[src/rtl/player_motion_sequencer_if.sv]
// Signal bundle between the keyboard/collision side and the player motion
// sequencer. The master drives frame ticks, key levels and collision strobes
// and receives the speeds, state and respawn pulse. The sequencer is the slave.
interface player_motion_sequencer_if;
   logic                startOfFrame;
   logic                move_left;
   logic                move_right;
   logic                move_up;
   logic                move_down;
   logic                jump;
   logic                collision_with_ground;
   logic                collision_with_rope;
   logic                collision_with_enemy;
   logic signed [10:0]  Xspeed;
   logic signed [10:0]  Yspeed;
   logic [2:0]          state;
   logic                respawn;

   modport master (
      output startOfFrame, move_left, move_right, move_up, move_down, jump,
      output collision_with_ground, collision_with_rope, collision_with_enemy,
      input  Xspeed, Yspeed, state, respawn
   );

   modport slave (
      input  startOfFrame, move_left, move_right, move_up, move_down, jump,
      input  collision_with_ground, collision_with_rope, collision_with_enemy,
      output Xspeed, Yspeed, state, respawn
   );
endinterface

[src/rtl/player_motion_sequencer.sv]
// Player motion sequencer: gathers collision strobes during a frame and, on
// each startOfFrame, picks walk/jump/fall/climb/dead and registers the signed
// X/Y speeds (1/64 pixel per frame) for the position integrator.
// Optional feature macro: PLAYER_FALL_DAMAGE_EN (a long fall kills on landing).
module player_motion_sequencer #(
   parameter int WALK_SPEED        = 40,
   parameter int JUMP_SPEED        = 90,
   parameter int CLIMB_SPEED       = 30,
   parameter int GRAVITY           = 6,
   parameter int MAX_FALL_SPEED    = 120,
   parameter int FATAL_FALL_FRAMES = 40,
   parameter int DEATH_FRAMES      = 60
) (
   input logic                      clk,
   input logic                      reset,
   player_motion_sequencer_if.slave bus
);

   localparam int DATA_W = 11;
   localparam int DCNT_W = (DEATH_FRAMES > 1) ? $clog2(DEATH_FRAMES) : 1;

`ifdef PLAYER_FALL_DAMAGE_EN
   localparam bit FALL_DAMAGE = 1'b1;
`else
   localparam bit FALL_DAMAGE = 1'b0;
`endif

   typedef logic signed [DATA_W-1:0] spd_t;

   localparam spd_t WALK_S  = spd_t'(WALK_SPEED);
   localparam spd_t JUMP_S  = spd_t'(JUMP_SPEED);
   localparam spd_t CLIMB_S = spd_t'(CLIMB_SPEED);
   localparam spd_t GRAV_S  = spd_t'(GRAVITY);
   localparam spd_t MAXF_S  = spd_t'(MAX_FALL_SPEED);
   localparam logic [DCNT_W-1:0] DEATH_LAST = DCNT_W'(DEATH_FRAMES - 1);

   typedef enum logic [2:0] {
      ST_GROUND = 3'd0,
      ST_JUMP   = 3'd1,
      ST_FALL   = 3'd2,
      ST_CLIMB  = 3'd3,
      ST_DEAD   = 3'd4
   } state_t;

   // Horizontal walking speed from the keys; left wins over right.
   function automatic spd_t walk_speed(input logic left, input logic right);
      spd_t v;
      v = '0;
      if (left)
         v = -WALK_S;
      else if (right)
         v = WALK_S;
      return v;
   endfunction

   // Rope climbing speed from the keys; up wins over down.
   function automatic spd_t climb_speed(input logic up, input logic down);
      spd_t v;
      v = '0;
      if (up)
         v = -CLIMB_S;
      else if (down)
         v = CLIMB_S;
      return v;
   endfunction

   // One frame of gravity while falling, clamped to the terminal speed.
   function automatic spd_t fall_step(input spd_t y);
      spd_t s;
      s = y + GRAV_S;
      if (s > MAXF_S)
         s = MAXF_S;
      return s;
   endfunction

   // Fall frame counter, saturating at its top value.
   function automatic logic [7:0] fall_inc(input logic [7:0] c);
      return (c == 8'hFF) ? c : c + 8'd1;
   endfunction

   state_t              state_q, state_d;
   spd_t                xspd_q, xspd_d;
   spd_t                yspd_q, yspd_d;
   logic [7:0]          fall_cnt_q, fall_cnt_d;
   logic [DCNT_W-1:0]   death_cnt_q, death_cnt_d;
   logic                gnd_f_q, gnd_f_d;
   logic                rope_f_q, rope_f_d;
   logic                enemy_f_q, enemy_f_d;
   logic                respawn_q, respawn_d;

   logic                gnd, rope, enemy;
   spd_t                y_grav;

   // State, speed, counter and sticky-flag registers.
   always_ff @(posedge clk) begin
      if (reset) begin
         state_q     <= ST_GROUND;
         xspd_q      <= '0;
         yspd_q      <= '0;
         fall_cnt_q  <= '0;
         death_cnt_q <= '0;
         gnd_f_q     <= 1'b0;
         rope_f_q    <= 1'b0;
         enemy_f_q   <= 1'b0;
         respawn_q   <= 1'b0;
      end else begin
         state_q     <= state_d;
         xspd_q      <= xspd_d;
         yspd_q      <= yspd_d;
         fall_cnt_q  <= fall_cnt_d;
         death_cnt_q <= death_cnt_d;
         gnd_f_q     <= gnd_f_d;
         rope_f_q    <= rope_f_d;
         enemy_f_q   <= enemy_f_d;
         respawn_q   <= respawn_d;
      end
   end

   // Flag collection and the per-frame motion decision.
   always_comb begin
      gnd   = gnd_f_q   | bus.collision_with_ground;
      rope  = rope_f_q  | bus.collision_with_rope;
      enemy = enemy_f_q | bus.collision_with_enemy;
      y_grav = yspd_q + GRAV_S;

      state_d     = state_q;
      xspd_d      = xspd_q;
      yspd_d      = yspd_q;
      fall_cnt_d  = fall_cnt_q;
      death_cnt_d = death_cnt_q;
      respawn_d   = 1'b0;
      gnd_f_d     = gnd;
      rope_f_d    = rope;
      enemy_f_d   = enemy;

      if (bus.startOfFrame) begin
         // Tick-cycle collisions are consumed by this decision only.
         gnd_f_d   = 1'b0;
         rope_f_d  = 1'b0;
         enemy_f_d = 1'b0;

         if (enemy && (state_q != ST_DEAD)) begin
            state_d     = ST_DEAD;
            xspd_d      = '0;
            yspd_d      = '0;
            death_cnt_d = '0;
         end else begin
            unique case (state_q)
               ST_GROUND: begin
                  xspd_d = walk_speed(bus.move_left, bus.move_right);
                  if (bus.jump) begin
                     state_d = ST_JUMP;
                     yspd_d  = -JUMP_S;
                  end else if (rope && (bus.move_up || bus.move_down)) begin
                     state_d = ST_CLIMB;
                     xspd_d  = '0;
                     yspd_d  = climb_speed(bus.move_up, bus.move_down);
                  end else if (!gnd) begin
                     state_d    = ST_FALL;
                     yspd_d     = '0;
                     fall_cnt_d = '0;
                  end else begin
                     yspd_d = '0;
                  end
               end
               ST_JUMP: begin
                  // Horizontal speed stays at its takeoff value.
                  if (rope) begin
                     state_d = ST_CLIMB;
                     xspd_d  = '0;
                     yspd_d  = climb_speed(bus.move_up, bus.move_down);
                  end else begin
                     yspd_d = y_grav;
                     if (!y_grav[DATA_W-1]) begin
                        state_d    = ST_FALL;
                        fall_cnt_d = '0;
                     end
                  end
               end
               ST_FALL: begin
                  yspd_d     = fall_step(yspd_q);
                  fall_cnt_d = fall_inc(fall_cnt_q);
                  if (gnd) begin
                     if (FALL_DAMAGE && (int'(fall_cnt_q) >= FATAL_FALL_FRAMES)) begin
                        state_d     = ST_DEAD;
                        xspd_d      = '0;
                        yspd_d      = '0;
                        death_cnt_d = '0;
                     end else begin
                        state_d = ST_GROUND;
                        yspd_d  = '0;
                     end
                  end else if (rope && bus.move_up) begin
                     state_d = ST_CLIMB;
                     xspd_d  = '0;
                     yspd_d  = climb_speed(bus.move_up, bus.move_down);
                  end
               end
               ST_CLIMB: begin
                  if (bus.jump) begin
                     state_d    = ST_FALL;
                     xspd_d     = walk_speed(bus.move_left, bus.move_right);
                     yspd_d     = '0;
                     fall_cnt_d = '0;
                  end else if (!rope) begin
                     state_d    = ST_FALL;
                     xspd_d     = '0;
                     yspd_d     = '0;
                     fall_cnt_d = '0;
                  end else if (gnd && bus.move_down) begin
                     state_d = ST_GROUND;
                     xspd_d  = '0;
                     yspd_d  = '0;
                  end else begin
                     xspd_d = '0;
                     yspd_d = climb_speed(bus.move_up, bus.move_down);
                  end
               end
               ST_DEAD: begin
                  xspd_d = '0;
                  yspd_d = '0;
                  if (death_cnt_q == DEATH_LAST) begin
                     state_d   = ST_GROUND;
                     respawn_d = 1'b1;
                  end else begin
                     death_cnt_d = death_cnt_q + DCNT_W'(1);
                  end
               end
               default: begin
                  state_d = ST_GROUND;
                  xspd_d  = '0;
                  yspd_d  = '0;
               end
            endcase
         end
      end
   end

   assign bus.Xspeed  = xspd_q;
   assign bus.Yspeed  = yspd_q;
   assign bus.state   = state_q;
   assign bus.respawn = respawn_q;

endmodule
[src/flat_wrapper.sv]
// flat-port wrapper written by rule: the top's interface ports become plain ports
module player_motion_sequencer_flat 
#(
   parameter int WALK_SPEED        = 40,
   parameter int JUMP_SPEED        = 90,
   parameter int CLIMB_SPEED       = 30,
   parameter int GRAVITY           = 6,
   parameter int MAX_FALL_SPEED    = 120,
   parameter int FATAL_FALL_FRAMES = 40,
   parameter int DEATH_FRAMES      = 60
)
  (clk, reset, bus_startOfFrame, bus_move_left, bus_move_right, bus_move_up, bus_move_down, bus_jump, bus_collision_with_ground, bus_collision_with_rope, bus_collision_with_enemy, bus_Xspeed, bus_Yspeed, bus_state, bus_respawn);
  player_motion_sequencer_if bus_i ();
  input logic clk;
  input logic reset;
  input wire logic [$bits(bus_i.startOfFrame)-1:0] bus_startOfFrame;
  input wire logic [$bits(bus_i.move_left)-1:0] bus_move_left;
  input wire logic [$bits(bus_i.move_right)-1:0] bus_move_right;
  input wire logic [$bits(bus_i.move_up)-1:0] bus_move_up;
  input wire logic [$bits(bus_i.move_down)-1:0] bus_move_down;
  input wire logic [$bits(bus_i.jump)-1:0] bus_jump;
  input wire logic [$bits(bus_i.collision_with_ground)-1:0] bus_collision_with_ground;
  input wire logic [$bits(bus_i.collision_with_rope)-1:0] bus_collision_with_rope;
  input wire logic [$bits(bus_i.collision_with_enemy)-1:0] bus_collision_with_enemy;
  output wire logic [$bits(bus_i.Xspeed)-1:0] bus_Xspeed;
  output wire logic [$bits(bus_i.Yspeed)-1:0] bus_Yspeed;
  output wire logic [$bits(bus_i.state)-1:0] bus_state;
  output wire logic [$bits(bus_i.respawn)-1:0] bus_respawn;
  assign bus_i.startOfFrame = bus_startOfFrame;
  assign bus_i.move_left = bus_move_left;
  assign bus_i.move_right = bus_move_right;
  assign bus_i.move_up = bus_move_up;
  assign bus_i.move_down = bus_move_down;
  assign bus_i.jump = bus_jump;
  assign bus_i.collision_with_ground = bus_collision_with_ground;
  assign bus_i.collision_with_rope = bus_collision_with_rope;
  assign bus_i.collision_with_enemy = bus_collision_with_enemy;
  assign bus_Xspeed = bus_i.Xspeed;
  assign bus_Yspeed = bus_i.Yspeed;
  assign bus_state = bus_i.state;
  assign bus_respawn = bus_i.respawn;
  player_motion_sequencer #(.WALK_SPEED(WALK_SPEED), .JUMP_SPEED(JUMP_SPEED), .CLIMB_SPEED(CLIMB_SPEED), .GRAVITY(GRAVITY), .MAX_FALL_SPEED(MAX_FALL_SPEED), .FATAL_FALL_FRAMES(FATAL_FALL_FRAMES), .DEATH_FRAMES(DEATH_FRAMES)) u_core (.clk(clk), .reset(reset), .bus(bus_i));
endmodule
[config.mk]
export PLATFORM = sky130hd
export DESIGN_NAME = player_motion_sequencer_flat
export DESIGN_NICKNAME = d
export VERILOG_FILES = /design/src/rtl/player_motion_sequencer_if.sv /design/src/rtl/player_motion_sequencer.sv /design/src/flat_wrapper.sv
export SDC_FILE = /design/constraint.sdc
export NUM_CORES = 1
export LEC_CHECK = 0
export ABC_AREA = 0
export BUFFER_PORTS_ARGS = -buffer_cell sky130_fd_sc_hd__buf_2
export CAP_MARGIN = 20
export CORE_MARGIN = 1
export CORE_UTILIZATION = 35
export DETAILED_ROUTE_END_ITERATION = 6
export GPL_ROUTABILITY_DRIVEN = 0
export PLACE_DENSITY_LB_ADDON = 0.2
export RECOVER_POWER = 50
export SLEW_MARGIN = 0
export SYNTH_ARGS = -nofsm -noshare
export SYNTH_HDL_FRONTEND = slang
export SYNTH_SLANG_ARGS = --single-unit
[constraint.sdc]
create_clock -name clk -period 3.35 [get_ports clk]
set_clock_uncertainty 0.15 [all_clocks]
set_input_delay 0 -clock clk [delete_from_list [all_inputs] [get_ports clk]]
set_output_delay 0 -clock clk [all_outputs]
set_load 0.02 [all_outputs]
# After elaboration in Yosys (flattened, before gate mapping)
# Cells that the tools add are included.
# word_totals
ff_bits	35
output_inout_bits	26
word_cells	83
# op_classes
add_sub_neg	2
n_lt_le_gt_ge	1
n_eq_ne	15
muxes	40
n_bitwise	5
n_reduce_logical	12
# ops
op	count
$mux 11	19
$pmux 11 s4	2
$mux 3	12
$mux 6	4
$pmux 3 s5	1
$add 11x4->11 const B	1
$gt 11x8->1 const B	1
$ne 5x5->1 const B	2
$ne 3x1->1 const B	3
$add 6x1->6 const B	1
$eq 3x2->1 const B	2
$eq 6x6->1 const B	1
$ne 3x3->1 const B	2
$reduce_and 6->1	1
$mux 5	1
$logic_and 1x1->1	4
$ne 4x1->1 const B	1
$ne 4x3->1 const B	1
$reduce_and 4->1	1
$reduce_or 4->1	1
$eq 3x1->1 const B	1
$eq 3x3->1 const B	1
$logic_not 3->1	1
$or 1x1->1	3
7 further kinds	8

# Depth between registers and ports, before layout
# Gate-level depths: netlist of run 1.
# depth
word_depth	7
mapped_depth	9

# Worst setup path before layout of run 1
# Ideal clock, no wire load.
# synth_timing
path_kind	reg-to-reg
startpoint	reg u_core.yspd_q[1] (netlist: u_core.bus.Yspeed[1])
endpoint	reg u_core.yspd_q[5] (netlist: u_core.bus.Yspeed[5])
setup_ps	128
arrival_time_ps	2048
setup_slack_ps	1024
stages_incl_launch_ff	10
n_path_buf	1
synth_period_minus_slack_ps	2326
cell_sequence	dfxtp_1 -> buf_2 -> inv_1 -> ha_1 -> nand3b_1 -> nor2_2 -> mux2i_1 -> a21oi_1 -> o31ai_1 -> a21oi_1
# synth_via
elab_chain_cells	7
elab_cells_between_ends	8
# synth_rtl
element	line_no	source
from (decl)	player_motion_sequencer.sv:83	spd_t yspd_q, yspd_d;
from (signal assigned)	player_motion_sequencer.sv:109	yspd_q <= yspd_d;
$add 11x4->11 (*)	player_motion_sequencer.sv:70, player_motion_sequencer.sv:124	
$gt 11x8->1	player_motion_sequencer.sv:71	if (s > MAXF_S)
$mux 11	player_motion_sequencer.sv:71	
$mux 11	player_motion_sequencer.sv:193	end else if (rope && bus.move_up) begin
$mux 11	player_motion_sequencer.sv:183	if (gnd) begin
$pmux 11 s4 (*)	player_motion_sequencer.sv:148	unique case (state_q)
$mux 11 (*)	player_motion_sequencer.sv:142	if (enemy && (state_q != ST_DEAD)) begin
# Mark *: on every way between the ends. The rest lies on a longest branch, timed or not.
# A chain may end at the register's enable or synchronous reset.

# Worst setup path in the final report of run 1
# Ends and elaborated chain as after synthesis.

==> out/results.tsv, run 1 <==
stage	metric	value	unit
cells_and_area	register_area	520	um2
routing	drtIter0Drc	158	
setup_path	endpoint_kind	register	
clock_network	cts_tree	built	
routing	wl_met1	2.47	mm
placement	post-dp-hpwl	3.70	mm
logic_synthesis	postSynthAreaPerCell	7.77	um2
die	die_area	5760	um2
setup_path	cp_data_arrival_time	2530	ps
routing	wl_met3	239	um
clock_network	cts-root-buf	clkbuf_8	
routing	final_antenna_net_count	0	
routing	wire_per_inst	15.1	um
timing	finalSetupTns	0	ps
timing	slew_violations	0	
routing	dr.max_layer_used	met4	
pwr	leakage	0.772	nW
logic_synthesis	ys_ff_latch	26	
global_route	grt_max_degree	19	
clock_network	cts_buffer_depth	2	
cells_and_area	final_nets	283	
pwr	peakVddDrop	239	uV
global_route	antenna_found_initial	0	
hold_path	hp-class	in2reg	
setup_path	critPathSlowestCell	dfxtp_1	
die	core_area	5170	um2
setup_path	cpPeakStageDelay	490	ps
timing	period_share	0.752	
timing	tightest_slew	812	ps
timing	maxSlewHeadroom	0.457	
die	pin_count	37	
die	die_w	75.9	um
logic_synthesis	synth_top_area_cell	dfxtp_1	
setup_path	worstPathCellList	inv_1 -> ha_1 -> nand3b_1 -> nor2_2 -> mux2i_1 -> a21oi_1 -> o31ai_1 -> a21oi_1	
routing	vias_per_cell	5.65	
cells_and_area	num_antenna_cells	0	
routing	dr.pass1.iters	5	
flow_run	maxCapViolations	0	
logic_synthesis	ys_seq_area_frac	0.272	
cells_and_area	final_common_cell	nor2_1	
placement	dpl.cell_count	328	
placement	pre_cts_slack	920	ps
outcome	status	completed	
timing	period_needed	2520	ps
global_route	grt.total_usage	0.181	
logic_synthesis	yosysTopAreaCellShare	0.272	
setup_path	critical_path_required	3360	ps
setup_path	criticalPathCategory	reg2reg	
clock_network	cts_buffers	3	
cells_and_area	fillers	539	
setup_path	start_kind	register	
die	start_util	0.369	
clock_network	clock_latency	270	ps
clock_network	clk_pin_slew_worst_paths	100	ps
logic_synthesis	synthArstFlopShare	0	
cells_and_area	multi_input_area	1240	um2
cells_and_area	final-instance-count-excl-fill	339	
routing	totalWireLength	5.13	mm
logic_synthesis	synth_ff_type	dfxtp_1	
clock_network	htreeDepth	1	
die	row_count	26	
logic_synthesis	synthCells	246	
clock_network	cts_sinks	26	
timing	whs	57.4	ps
logic_synthesis	synthTopCellsByArea	dfxtp_1 27%, nor2_1 5.1%, o21ai_0 5.0%	
cells_and_area	drive_gt1_frac	0.108	
timing	setup_ws	830	ps
logic_synthesis	synth-edff-count	0	
timing	grt_setup_unrepaired	no	
setup_path	cp_common_cell	a21oi_1	
die	die_h	75.9	um
global_route	grt_pass1_wl	7.94	mm
routing	dr_wl_met2	2.35	mm
placement	port_buffers	32	
pwr	total_power	0.763	mW
routing	vias	1916	
logic_synthesis	synth.distinct_cells	59	
logic_synthesis	syn_area	1910	um2
logic_synthesis	yosys_warnings	0	
clock_network	cts_setup_buffers	0	
cells_and_area	mostFrequentLayoutCells	27 x nor2_1, 26 x dfxtp_1, 22 x clkbuf_1	
pwr	p_per_area	355	nW/um2
timing	setup_violations	0	
setup_path	crit_fanout	9	
cells_and_area	synthToLayoutAreaGrowth	12.5	%
global_route	grt_overflow_total	0	
timing	finalHoldViolations	0	
global_route	grt_pass1_vias	1639	
routing	drcViolationCount	0	
timing	max_freq	0.397	GHz
[registers in the layout (all words and copies together) (netlist names)]
name and count:
u_core.bus.state 3, u_core.bus.respawn 1, u_core.death_cnt_q 6, u_core.enemy_f_q 1
u_core.bus.Xspeed 3, u_core.rope_f_q 1, u_core.bus.Yspeed 10, u_core.gnd_f_q 1
[per-layer routing]
layer,vias up,global-route usage
met5,-,0
met4,0,0.0597
met3,10,0.0251
met2,67,0.284
met1,896,0.253
li1,943,-
[stage by stage]
| stage | cell area, um2 | util |
|---|---|---|
| finish | 2150 | 0.416 |
| CTS | 2180 | 0.421 |
| detailed placement | 2040 | 0.394 |
| floorplan | 1920 | - |
| global route | 2150 | 0.416 |
| global placement | 2040 | 0.394 |
[power breakdown]
part           internal (mW)  switching [mW]  total (mW)
Combinational         0.0588          0.0940       0.153
Sequential             0.319          0.0243       0.344
Clock                  0.160           0.107       0.267
[cells in the mapped netlist (3+ instances only)]
cell type  number
xnor2_1         5
nand4_1         4
a211oi_1        3
buf_2           5
a221oi_1        3
nand3b_1        3
o21ai_0        19
buf_4           9
nand2_1        17
nand3_1         7
clkbuf_1        8
a21oi_1        14
dfxtp_1        26
o2111ai_1       3
o22ai_1         5
nor2_2          4
nor2_1         26
or3_1           6
o31ai_1         4
mux2i_1         4
inv_1           5
nand2b_1        4
o211ai_1        3
nor3_1          7
and2_1          4
o21ai_1         3
[cells by family after synthesis]
kind of cell | after synthesis | share of synthesized area
and+or+nand+nor | 98 | 0.286
muxes | 4 | 0.0210
other | 1 | 0.00196
adders and majority gates | 2 | 0.0131
xor gates and xnor gates | 8 | 0.0406
AOI/OAI and AO/OA | 78 | 0.283
DFF | 26 | 0.272
buffers and inverters | 29 | 0.0825
[critical path: cells and delay by family (launching register included)]
kind,cells,cell delay [ps]
flops,1,490
mux,1,310
fa+ha+maj,1,270
buf+inv,1,110
compound gates,3,500
simple gates,2,570
[path summary, 6_finish.rpt]
check	cells past startpoint	start	slack, ps	to
worst max-delay path	8	u_core.bus.Yspeed[1]$_SDFFE_PP0P_	830	u_core.bus.Yspeed[5]$_SDFFE_PP0P_
worst min-delay path	4	bus_move_up	60	u_core.bus.Yspeed[8]$_SDFFE_PP0P_
worst max register to register	8	u_core.bus.Yspeed[1]$_SDFFE_PP0P_	830	u_core.bus.Yspeed[5]$_SDFFE_PP0P_
worst min register to register	1	u_core.bus.Xspeed[3]$_SDFFE_PP0P_	340	u_core.bus.Xspeed[3]$_SDFFE_PP0P_
[timing repair]
| action | 4_1_cts | 5_1_grt |
|---|---|---|
| hold buffers | 7 | 0 |
| endpoints found under the setup margin | 0 | 0 |
| hold endpoints to repair | 11 | 0 |
| resized for setup | 0 | 0 |
[cell type report]
class | instances | share of cell area
Clock buffer | 3 | 0.0192
Clock inverter | 1 | 0.0140
Inverter | 5 | 0.00873
Multi-Input combinational cell | 194 | 0.577
Sequential cell | 26 | 0.242
Tap cell | 70 | 0.0407
Timing Repair Buffer | 40 | 0.0978
(Power assumes the default switching activity.)
==> inputs of run 2 (changes only) <==
==> constraint.sdc (replaced) <==
create_clock -name clk -period 2.4 [get_ports clk]
set_clock_uncertainty 0.15 [all_clocks]
set_input_delay 0 -clock clk [delete_from_list [all_inputs] [get_ports clk]]
set_output_delay 0 -clock clk [all_outputs]
set_load 0.02 [all_outputs]
==> out/results.tsv, run 2 (synthesized netlist as in run 1, its figures left out) <==
stage	metric	value	unit
outcome	status	completed	
global_route	grt_pass1_wl	8.06	mm
setup_path	cpPeakStageDelay	530	ps
cells_and_area	final_nets	293	
timing	finalSetupTns	0	ps
timing	slew_violations	0	
global_route	antenna_found_initial	0	
setup_path	critPathSlowestCell	dlygate4sd3_1	
timing	setup_ws	196	ps
clock_network	cts_sinks	26	
clock_network	clock_latency	270	ps
flow_run	maxCapViolations	0	
routing	wire_per_inst	14.4	um
global_route	grt_max_degree	16	
clock_network	htreeDepth	1	
timing	finalHoldViolations	0	
cells_and_area	multi_input_area	1240	um2
cells_and_area	largest_reg_flops	10	
setup_path	reg2reg_depth	8	
routing	drtIter0Drc	160	
setup_path	cpLargestDelayFamily	buffers and inverters	
hold_path	hp-class	in2reg	
setup_path	cp_num_buf_inv	3	
setup_path	cp.depth	8	
placement	postPlaceCellArea	2110	um2
pwr	peakVddDrop	309	uV
clock_network	cts_buffers	3	
die	row_count	26	
cells_and_area	fin_area	2220	um2
setup_path	endpoint_kind	register	
cells_and_area	synthToLayoutAreaGrowth	16.2	%
setup_path	criticalPathCategory	in2reg	
hold_path	hold_path_depth	4	
cells_and_area	mostFrequentLayoutCells	26 x nor2_1, 26 x dfxtp_1, 23 x clkbuf_1	
cells_and_area	fillers	541	
cells_and_area	final_core_util	0.429	
routing	final_antenna_net_count	0	
placement	dpl.cell_count	338	
timing	whs	81.0	ps
die	die_w	75.9	um
clock_network	cts-root-buf	clkbuf_8	
clock_network	clk_pin_slew_worst_paths	90	ps
cells_and_area	final-instance-count-excl-fill	349	
cells_and_area	num_antenna_cells	0	
die	die_h	75.9	um
placement	pre_cts_slack	270	ps
timing	setup_violations	0	
global_route	grt.total_usage	0.184	
clock_network	cts_setup_buffers	0	
cells_and_area	register_area	520	um2
pwr	p_per_area	480	nW/um2
setup_path	start_kind	input pin	
pwr	leakage	0.821	nW
die	die_area	5760	um2
setup_path	crit_fanout	12	
global_route	grt_overflow_total	0	
timing	grt_setup_unrepaired	no	
routing	totalWireLength	5.04	mm
routing	vias	1916	
placement	post-dp-hpwl	3.83	mm
routing	dr.pass1.iters	4	
setup_path	worstPathCellList	dlygate4sd3_1 -> buf_2 -> nor2_2 -> clkbuf_1 -> o21ai_1 -> or2_4 -> a2111oi_4 -> mux2i_1	
global_route	grt_pass1_vias	1698	
clock_network	cts_tree	built	
setup_path	cp_data_arrival_time	2270	ps
pwr	total_power	1.07	mW
die	pin_count	37	
routing	vias_per_cell	5.49	
timing	period_needed	2200	ps
die	start_util	0.369	
timing	period_share	0.918	
clock_network	cts_buffer_depth	2	
die	core_area	5170	um2
timing	maxSlewHeadroom	0.649	
setup_path	critical_path_required	2460	ps
cells_and_area	drive_gt1_frac	0.140	
routing	drcViolationCount	0	
timing	tightest_slew	526	ps
placement	port_buffers	32	
timing	max_freq	0.454	GHz
==> run 2: worst paths after layout <==
kind | from | to | slack (ps)
worst max-delay path | bus_collision_with_rope | u_core.bus.state[1]$_SDFFE_PP0P_ | 200
worst min-delay path | bus_move_up | u_core.bus.Yspeed[8]$_SDFFE_PP0P_ | 80
worst max register to register | u_core.bus.Yspeed[2]$_SDFFE_PP0P_ | u_core.bus.Yspeed[5]$_SDFFE_PP0P_ | 210
worst min register to register | u_core.bus.Xspeed[5]$_SDFFE_PP0P_ | u_core.bus.Xspeed[5]$_SDFFE_PP0P_ | 330
==> run 2: area by class of cell <==
cell class | instances | share of cell area
Sequential cell | 26 | 0.234
Clock inverter | 1 | 0.0135
Timing Repair Buffer | 50 | 0.126
Clock buffer | 3 | 0.0186
Multi-Input combinational cell | 194 | 0.560
Tap cell | 70 | 0.0394
Inverter | 5 | 0.00845
==> run 2: tightest hold or removal path: stages <==
cell and delay, ps:
buf_2 160, a21oi_1 80, o22ai_1 130, a211o_1 110
==> run 2: power by group <==
group | switching, mW | internal [mW] | total, mW
Sequential | 0.0254 | 0.446 | 0.471
Clock | 0.145 | 0.223 | 0.369
Combinational | 0.139 | 0.0882 | 0.227
==> run 2: repair_timing <==
action	in CTS	in global routing
resized for setup	0	0
endpoints found under the hold margin	11	0
setup endpoints to repair	0	0
hold buffers	7	0
==> run 2: routing by layer <==
metal	wire (um)	vias to the layer above	track usage
met3	293	8	0.0331
met1	2410	881	0.255
met4	78	0	0.0576
li1	-	963	-
met2	2250	64	0.287
met5	0	-	0
==> inputs of run 3 (changes only) <==
--- a/config.mk
+++ b/config.mk
@@ -8,8 +8,7 @@
 export ABC_AREA = 0
 export BUFFER_PORTS_ARGS = -buffer_cell sky130_fd_sc_hd__buf_2
 export CAP_MARGIN = 20
-export CORE_MARGIN = 1
-export CORE_UTILIZATION = 35
+export CORE_UTILIZATION = 40
 export DETAILED_ROUTE_END_ITERATION = 6
 export GPL_ROUTABILITY_DRIVEN = 0
 export PLACE_DENSITY_LB_ADDON = 0.2
==> out/results.tsv, run 3 (synthesized netlist as in run 1, its figures left out) <==
stage	metric	value	unit
timing	finalSetupTns	0	ps
pwr	leakage	0.796	nW
routing	totalWireLength	5.05	mm
timing	max_freq	0.453	GHz
outcome	violations	DRC	
timing	setup_violations	0	
setup_path	ff2ff_setup_slack	190	ps
cells_and_area	largest_reg_flops	10	
pwr	power.net_switching	0.324	mW
timing	slew_violations	0	
clock_network	clock_latency	280	ps
global_route	grt.total_usage	0.205	
timing	period_share	0.920	
routing	drcViolationCount	2	
clock_network	cts-root-buf	clkbuf_8	
timing	tightest_slew	771	ps
global_route	grt_pass1_vias	1676	
die	pin_count	37	
routing	dr.pass1.iters	7	
routing	vias	1909	
cells_and_area	synthToLayoutAreaGrowth	13.7	%
clock_network	cts_tree	built	
die	die_area	5060	um2
pwr	p_sw_frac	0.300	
die	die_h	71.1	um
setup_path	cp_data_arrival_time	2230	ps
clock_network	cts_sinks	26	
setup_path	criticalPathCategory	reg2reg	
clock_network	cts_buffers	3	
die	die_w	71.1	um
clock_network	clk_pin_slew_worst_paths	100	ps
routing	vias_per_cell	5.86	
pwr	p_per_area	497	nW/um2
timing	maxSlewHeadroom	0.484	
setup_path	start_kind	register	
placement	port_buffers	32	
timing	whs	97.8	ps
cells_and_area	num_antenna_cells	0	
pwr	peakVddDrop	350	uV
flow_run	maxCapViolations	0	
timing	grt_setup_unrepaired	no	
cells_and_area	drive_gt1_frac	0.128	
setup_path	critical_path_required	2420	ps
cells_and_area	final_nets	288	
routing	final_antenna_net_count	0	
global_route	grt_pass1_wl	8.38	mm
placement	post-dp-hpwl	3.68	mm
pwr	power_frac_clock	0.355	
setup_path	endpoint_kind	register	
pwr	internal_power	0.756	mW
die	start_util	0.427	
die	core_area	4470	um2
setup_path	crit_fanout	7	
clock_network	cts_buffer_depth	2	
outcome	status	finished with violations	
global_route	grt_overflow_total	0	
routing	wire_per_inst	15.5	um
pwr	total_power	1.08	mW
cells_and_area	mostFrequentLayoutCells	26 x nor2_1, 26 x dfxtp_1, 23 x clkbuf_1	
hold_path	hp-class	in2reg	
pwr	p_seq_frac	0.439	
timing	period_needed	2210	ps
timing	finalHoldViolations	0	
routing	drtIter0Drc	146	
die	row_count	24	
clock_network	htreeDepth	1	
global_route	grt_max_degree	16	
global_route	antenna_found_initial	0	
pwr	combPwrFrac	0.206	
[run 3: changes by cell type in the layout (fill, tap and decap cells not counted), sizes merged]
cell,change
buf,-5
[run 3: critical path, stage by stage (launching register included)]
cell and delay (ps):
dfxtp_1 450, inv_1 70, ha_1 230, nand3b_1 250, nor2_4 190, mux2i_2 270, a21oi_1 140, o31ai_1 250
a21oi_1 100
[run 3: final timing paths]
path	start	endpoint	cells past startpoint
min reg2reg	u_core.bus.Xspeed[5]$_SDFFE_PP0P_	u_core.bus.Xspeed[5]$_SDFFE_PP0P_	1
max reg2reg	u_core.bus.Yspeed[2]$_SDFFE_PP0P_	u_core.bus.Yspeed[5]$_SDFFE_PP0P_	8
min	bus_move_up	u_core.bus.Yspeed[8]$_SDFFE_PP0P_	4
max	u_core.bus.Yspeed[2]$_SDFFE_PP0P_	u_core.bus.Yspeed[5]$_SDFFE_PP0P_	8
[run 3: cell type report]
class | instances | area, um2
Clock buffer | 3 | 41.3
Clock inverter | 1 | 30.0
Fill cell | 465 | 2300
Inverter | 5 | 18.8
Multi-Input combinational cell | 194 | 1250
Sequential cell | 26 | 520
Tap cell | 52 | 65.1
Timing Repair Buffer | 45 | 244
[run 3: power by group through the flow]
| stage | Combinational (mW) | Clock [mW] | Sequential, mW |
|---|---|---|---|
| 3_5_place_dp | 0.213 | 0 | 0.483 |
| 2_1_floorplan | 0.161 | 0 | 0.483 |
| 3_3_place_gp | 0.213 | 0 | 0.483 |
| 5_1_grt | 0.244 | 0.407 | 0.478 |
| 6_report | 0.222 | 0.384 | 0.474 |
| 4_1_cts | 0.223 | 0.384 | 0.473 |
[run 3: through the flow]
| step | setup slack (ps) | cell area (um2) | std cells | utilization |
|---|---|---|---|---|
| 3_3_place_gp | 288 | 2050 | 315 | 0.459 |
| 3_5_place_dp | 203 | 2050 | 315 | 0.459 |
| 2_1_floorplan | 74.1 | 1920 | 249 | - |
| 6_report | 192 | 2170 | 326 | 0.485 |
| 5_1_grt | 23.1 | 2170 | 326 | 0.485 |
| 4_1_cts | 172 | 2190 | 326 | 0.490 |
[run 3: metal layers]
metal  vias to the layer above  track usage  wire length, um
li1                        955            -                -
met1                       889        0.296             2530
met2                        59        0.318             2200
met3                         6       0.0399              270
met4                         0       0.0400               51
met5                         -            0                0
[run 3: what timing repair did]
action | in CTS | in global routing
resized for setup | 0 | 2
buffers inserted | 0 | 0
setup endpoints to repair | 0 | 1
hold endpoints to repair | 9 | 0
hold buffers | 7 | 0
